[config.mk]
export PLATFORM = sky130hd
export DESIGN_NAME = ak4619_adc_deser
export DESIGN_NICKNAME = d
export VERILOG_FILES = /design/src/rtl/ak4619_adc_deser.sv
export SDC_FILE = /design/constraint.sdc
export NUM_CORES = 1
export LEC_CHECK = 0
export CELL_PAD_IN_SITES_DETAIL_PLACEMENT = 1
export CELL_PAD_IN_SITES_GLOBAL_PLACEMENT = 1
export CORE_UTILIZATION = 45
export CTS_CLUSTER_SIZE = 10
export DETAILED_ROUTE_END_ITERATION = 10
export PLACE_DENSITY_LB_ADDON = 0.05
export SLEW_MARGIN = 20
export SYNTH_ARGS = -nofsm -noshare
export SYNTH_HDL_FRONTEND = slang
export SYNTH_SLANG_ARGS = --single-unit
[constraint.sdc]
create_clock -name clk -period 2.8 [get_ports clk]
set_input_delay 0.28 -clock clk [delete_from_list [all_inputs] [get_ports clk]]
set_output_delay 0.28 -clock clk [all_outputs]
set_load 0.01 [all_outputs]
[src/rtl/ak4619_adc_deser.sv]
// ---------------------------------------------------------------------------
// ak4619_adc_deser
//
// Deserialises the AK4619 ADC serial output (SDOUT1) into parallel signed PCM
// samples in the 12 MHz system domain. BICK and LRCK are the pin-level clocks
// that the top level already generates for the DAC path. They are
// oversampled here, not used as clocks. One left/right pair is presented per
// LRCK frame, together with a single-cycle strobe.
//
// Parameters
//   W          sample width in bits (MSB first, two's complement)
//   I2S_DELAY  BICK rising edges (0 or 1) ignored after each LRCK transition
//
// Ports
//   clk          in   system clock (12 MHz)
//   rst_n        in   asynchronous active-low reset
//   bick         in   bit clock, pin level
//   lrck         in   frame clock, low = left slot, high = right slot
//   sdout        in   codec serial data, changes on BICK falling edge
//   err_clr      in   one-cycle pulse clearing err
//   sample_l     out  last complete left sample
//   sample_r     out  last complete right sample
//   frame_valid  out  one-cycle strobe, samples updated this cycle
//   err          out  sticky framing error (short slot)
// ---------------------------------------------------------------------------
module ak4619_adc_deser #(
    parameter int W         = 16,
    parameter int I2S_DELAY = 0
) (
    input  logic         clk,
    input  logic         rst_n,
    input  logic         bick,
    input  logic         lrck,
    input  logic         sdout,
    input  logic         err_clr,
    output logic [W-1:0] sample_l,
    output logic [W-1:0] sample_r,
    output logic         frame_valid,
    output logic         err
);

    localparam int CW = $clog2(W) + 1;
    localparam logic [CW-1:0] CNT_FULL = CW'(W);
    localparam bit USE_SKIP = (I2S_DELAY != 0);

    localparam logic [1:0] ST_ALIGN = 2'd0;
    localparam logic [1:0] ST_SKIP  = 2'd1;
    localparam logic [1:0] ST_SHIFT = 2'd2;
    localparam logic [1:0] ST_DONE  = 2'd3;

    // Synchroniser chains. All three inputs see the same depth so that data
    // stays aligned with the BICK edge it was launched against. The third
    // stage on bick/lrck exists only for edge detection.
    logic bick_s1, bick_s2, bick_s3;
    logic lrck_s1, lrck_s2, lrck_s3;
    logic sdout_s1, sdout_s2;

    logic bick_rise;
    logic lr_edge;

    logic [1:0]    state;
    logic [CW-1:0] cnt;
    logic [W-1:0]  shift_reg;
    logic [W-1:0]  hold_l;
    logic          hold_valid;
    logic          slot_right;

    always_ff @(posedge clk or negedge rst_n) begin
        if (!rst_n) begin
            bick_s1  <= 1'b0;
            bick_s2  <= 1'b0;
            bick_s3  <= 1'b0;
            lrck_s1  <= 1'b0;
            lrck_s2  <= 1'b0;
            lrck_s3  <= 1'b0;
            sdout_s1 <= 1'b0;
            sdout_s2 <= 1'b0;
        end else begin
            bick_s1  <= bick;
            bick_s2  <= bick_s1;
            bick_s3  <= bick_s2;
            lrck_s1  <= lrck;
            lrck_s2  <= lrck_s1;
            lrck_s3  <= lrck_s2;
            sdout_s1 <= sdout;
            sdout_s2 <= sdout_s1;
        end
    end

    assign bick_rise = bick_s2 & ~bick_s3;
    assign lr_edge   = lrck_s2 ^ lrck_s3;

    // Framing FSM.
    // An LRCK edge takes priority over everything else. In ALIGN only a
    // falling edge (start of a left slot) is accepted, so a frame never
    // starts with a right slot. The completion check runs one cycle after
    // the last bit was shifted in, which gives the output-register stage.
    always_ff @(posedge clk or negedge rst_n) begin
        if (!rst_n) begin
            state       <= ST_ALIGN;
            cnt         <= '0;
            shift_reg   <= '0;
            hold_l      <= '0;
            hold_valid  <= 1'b0;
            slot_right  <= 1'b0;
            sample_l    <= '0;
            sample_r    <= '0;
            frame_valid <= 1'b0;
            err         <= 1'b0;
        end else begin
            frame_valid <= 1'b0;

            // A later assignment in this block (error set) overrides this
            // one, so set wins over clear in the same cycle.
            if (err_clr) begin
                err <= 1'b0;
            end

            if (lr_edge && (state != ST_ALIGN || !lrck_s2)) begin
                // Slot ended before all W bits arrived: flag it and drop any
                // left sample waiting for its right partner.
                if ((state == ST_SHIFT || state == ST_SKIP) && cnt < CNT_FULL) begin
                    err        <= 1'b1;
                    hold_valid <= 1'b0;
                end

                // A new left slot starts a new frame.
                if (!lrck_s2) begin
                    hold_valid <= 1'b0;
                end

                slot_right <= lrck_s2;

                // A BICK rise coinciding with the LRCK edge belongs to the
                // new slot: it is either bit 0 or the discarded delay edge.
                if (USE_SKIP) begin
                    cnt   <= '0;
                    state <= bick_rise ? ST_SHIFT : ST_SKIP;
                end else begin
                    state <= ST_SHIFT;
                    if (bick_rise) begin
                        shift_reg <= {shift_reg[W-2:0], sdout_s2};
                        cnt       <= CW'(1);
                    end else begin
                        cnt <= '0;
                    end
                end
            end else begin
                case (state)
                    ST_ALIGN: begin
                    end

                    ST_SKIP: begin
                        if (bick_rise) begin
                            state <= ST_SHIFT;
                        end
                    end

                    ST_SHIFT: begin
                        if (cnt == CNT_FULL) begin
                            state <= ST_DONE;
                            if (!slot_right) begin
                                hold_l     <= shift_reg;
                                hold_valid <= 1'b1;
                            end else begin
                                hold_valid <= 1'b0;
                                if (hold_valid) begin
                                    sample_l    <= hold_l;
                                    sample_r    <= shift_reg;
                                    frame_valid <= 1'b1;
                                end
                            end
                        end else if (bick_rise) begin
                            shift_reg <= {shift_reg[W-2:0], sdout_s2};
                            cnt       <= cnt + CW'(1);
                        end
                    end

                    ST_DONE: begin
                    end

                    default: begin
                        state <= ST_ALIGN;
                    end
                endcase
            end
        end
    end

endmodule

==> flow_metrics.tcl <==
set metrics [dict create \
    worstPathCellList "inv_1, ha_1, nand2b_1, mux2_2, a21oi_4, mux2_2" \
    arrival_ns 2.45 \
    die_h_um 87.2 \
    grt_pass1_wl_um 9870 \
    setup_viol 0 \
    power_frac_comb_pct 6.8 \
    gp_routability_congestion 0.751 \
    synth.avg_cell_area_um2 15.8 \
    crit_path_end_kind "flip-flop" \
    syn_inst 206 \
    yosysWarnings 0 \
    ant_nets 0 \
    drive_gt1_share_pct 34.7 \
    io_pins 40 \
    fin_crit_sh_pct 79.1 \
    rows 30 \
    multi_input_area_mm2 0.00111 \
    power_frac_clock_pct 33.3 \
    cp_max_fo 16 \
    clockBufferDepth 2 \
    fin_crit_ns 2.22 \
    slew_violations 0 \
    drtIter0Drc 53 \
    yosys_register_bits 83 \
    relSlewSlack_pct 50.8 \
    setup_ws_ns 0.584 \
    dp_hpwl_um 3640 \
    drt_first_pass_iters 4 \
    cts_setup_buffers 0 \
    power.internal_w 0.00174 \
    syn-num-nets 217 \
    hold_ws_ns -0.0527 \
    rrSetupSlack_ns 0.58 \
    antenna_found_initial 0 \
    rsz0062_at_grt "false" \
    drt-total-wl_um 5630 \
    hold_buffers 0 \
    grt_use_total_pct 17.6 \
    finalHoldViolations 55 \
    cts_tree "done" \
    crit_cells 6 \
    tightest_slew_ns 0.739 \
    grt_pass1_vias 1916 \
    numCtsBuffers 9 \
    yosys-top-cells-area "dfrtp_1, mux2_2, ha_1" \
    cts.sinks 83 \
    pre_cts_ws_ns 0.603 \
    powerDensity_mw_per_mm2 599 \
    cp_common_cell "mux2_2" \
    nNetsFinal 265 \
    cts_resized 0 \
    vias_per_cell 5.10 \
    diodes 0 \
    reg2regPathDepth 6 \
    path_class "reg -> reg" \
    cp_top_family "multiplexers" \
    ys_types 26 \
    slowest_delay_ns 0.46 \
    cts_max_level 3 \
    maxCapViolations 0 \
    insertion_delay_ns 0.35 \
    drc_errors 0 \
    overflow 0 \
    crit_required_ns 3.04 \
    fmax_ghz 0.451 \
    violations "negative hold slack" \
    clk_root_buffer_cell "clkbuf_8" \
    synth.top_cell.area_share_pct 63.6 \
    wl_per_cell_um 15.9 \
    holdCritPathClass "in -> async" \
    grt_max_degree 84 \
    port_buffers 39 \
    die_w_um 87.2 \
    yosysSeqAreaShare_pct 63.6 \
    area_growth_pct 20.2 \
    status "finished with violations" \
    p_leak_nw 1.86 \
    nFillCells 679 \
    pwr-share-seq_pct 59.9 \
    path_clk_slew_ns 0.08 \
    p_sw_share_pct 25.9 \
    synth_area_leader_cell "dfrtp_1" \
    timing.critical_path.buf_inv 1 \
    vdd_drop_max_mv 0.336 \
    worst_setup_path_start_kind "flip-flop" \
    netlist_area_mm2 0.00326 \
    skew_ns 0.0123 \
    dieArea_mm2 0.00760 \
    final.setup.tns_ns 0 \
    final-seq-area_mm2 0.00208 \
    cp_slowest_cell "a21oi_4" \
    core_mm2 0.00691 \
    p_switching_w 0.000609 \
    start_util_pct 47.3 \
    vias 1809 \
]
## cell type report
class	instances	area share, %
flip-flops and latches	83	52.9
multi-input cells	112	28.3
repair buffers	42	10.6
clock buffers	11	3.60
well taps	96	3.06
clock inverters	5	0.956
inverters	6	0.574
## cells in the mapped netlist
master / count
nor2b_1: 3
inv_1: 6
a311o_1: 1
xor2_1: 3
o21ai_0: 5
buf_6: 4
nand2b_1: 2
a21oi_1: 2
a31oi_1: 1
a21oi_4: 1
mux2_2: 65
nor2_1: 5
and4b_1: 1
mux2i_4: 1
a211o_1: 1
nor3_4: 2
nand2_1: 5
or2_4: 1
nand3_1: 4
nand4_1: 1
buf_4: 1
dfrtp_1: 83
nor4b_1: 1
ha_1: 5
nand4bb_4: 1
mux2i_1: 1
## logic make-up after synthesis
group | Yosys count | share of synthesized area, %
flip-flops | 83 | 63.6
multiplexers | 67 | 23.4
AND/OR/NAND/NOR | 26 | 5.60
AO/OA/AOI/OAI | 11 | 2.34
buffers and inverters | 11 | 2.30
adder cells (fa/ha/maj) | 5 | 1.92
XOR/XNOR | 3 | 0.805
## power by group through the flow
stage / clock network (W) / registers (W) / logic [W]
2_1_floorplan: 0 / 0.00139 / 0.000116
3_3_place_gp: 0 / 0.00144 / 0.000156
3_5_place_dp: 0 / 0.00144 / 0.000164
4_1_cts: 0.000810 / 0.00141 / 0.000165
5_1_grt: 0.000860 / 0.00144 / 0.000181
6_report: 0.000783 / 0.00141 / 0.000160
## cell usage in the layout, fill, tap and decap left out, drive strengths merged
| master | n |
|---|---|
| nor4b | 1 |
| nand2 | 5 |
| clkinv | 2 |
| nor2 | 5 |
| nor2b | 3 |
| o21ai | 5 |
| dfrtp | 83 |
| clkinvlp | 2 |
| nor3 | 2 |
| mux2i | 2 |
| a31oi | 1 |
| and4b | 1 |
| clkbuf | 11 |
| buf | 4 |
| nand3 | 4 |
| nand2b | 2 |
| clkdlybuf4s50 | 38 |
| nand4 | 1 |
| ha | 5 |
| a21oi | 3 |
| mux2 | 65 |
| a311o | 1 |
| nand4bb | 1 |
| inv | 7 |
| or2 | 1 |
| a211o | 1 |
| xor2 | 3 |
## worst reg2reg max path: stages (launching register included)
cell and delay [ns]:
dfrtp_1 0.40, inv_1 0.09, ha_1 0.20, nand2b_1 0.20
mux2_2 0.35, a21oi_4 0.46, mux2_2 0.40
## path summary, 6_finish.rpt
path,start,end
worst max-delay path,state[0]$_DFFE_PN0P_,shift_reg[12]$_DFFE_PN0P_
worst min-delay path,rst_n,cnt[1]$_DFFE_PN0P_
worst max register to register,state[0]$_DFFE_PN0P_,shift_reg[12]$_DFFE_PN0P_
worst min register to register,bick_s1$_DFF_PN0_,bick_s2$_DFF_PN0_
max in group asynchronous,rst_n,bick_s1$_DFF_PN0_
min in group clk,bick_s1$_DFF_PN0_,bick_s2$_DFF_PN0_
## per-stage QoR
| stage | std cells | instance area, um^2 | utilization [%] | power, W | hold slack [ns] |
|---|---|---|---|---|---|
| 4_1_cts | 355 | 3920 | 56.8 | 0.00239 | 0.142 |
| 3_3_place_gp | 339 | 3740 | 54.2 | 0.00159 | 0.334 |
| 5_1_grt | 355 | 3930 | 56.8 | 0.00248 | 0.0162 |
| 6_report | 355 | 3930 | 56.8 | 0.00235 | -0.0527 |
| 3_5_place_dp | 339 | 3740 | 54.2 | 0.00160 | 0.341 |
| 2_1_floorplan | 206 | 3260 | - | 0.00150 | -0.0156 |
## routing by layer
| metal | wire length, um | part of all wire [%] | global-route usage, % |
|---|---|---|---|
| met1 | 2650 | 47 | 23.3 |
| met2 | 2710 | 48 | 27.3 |
| met3 | 223 | 4.0 | 6.54 |
| met4 | 48 | 0.85 | 4.92 |
| met5 | 0 | 0 | 0 |
No activity file was read; power rests on OpenSTA's default activity.
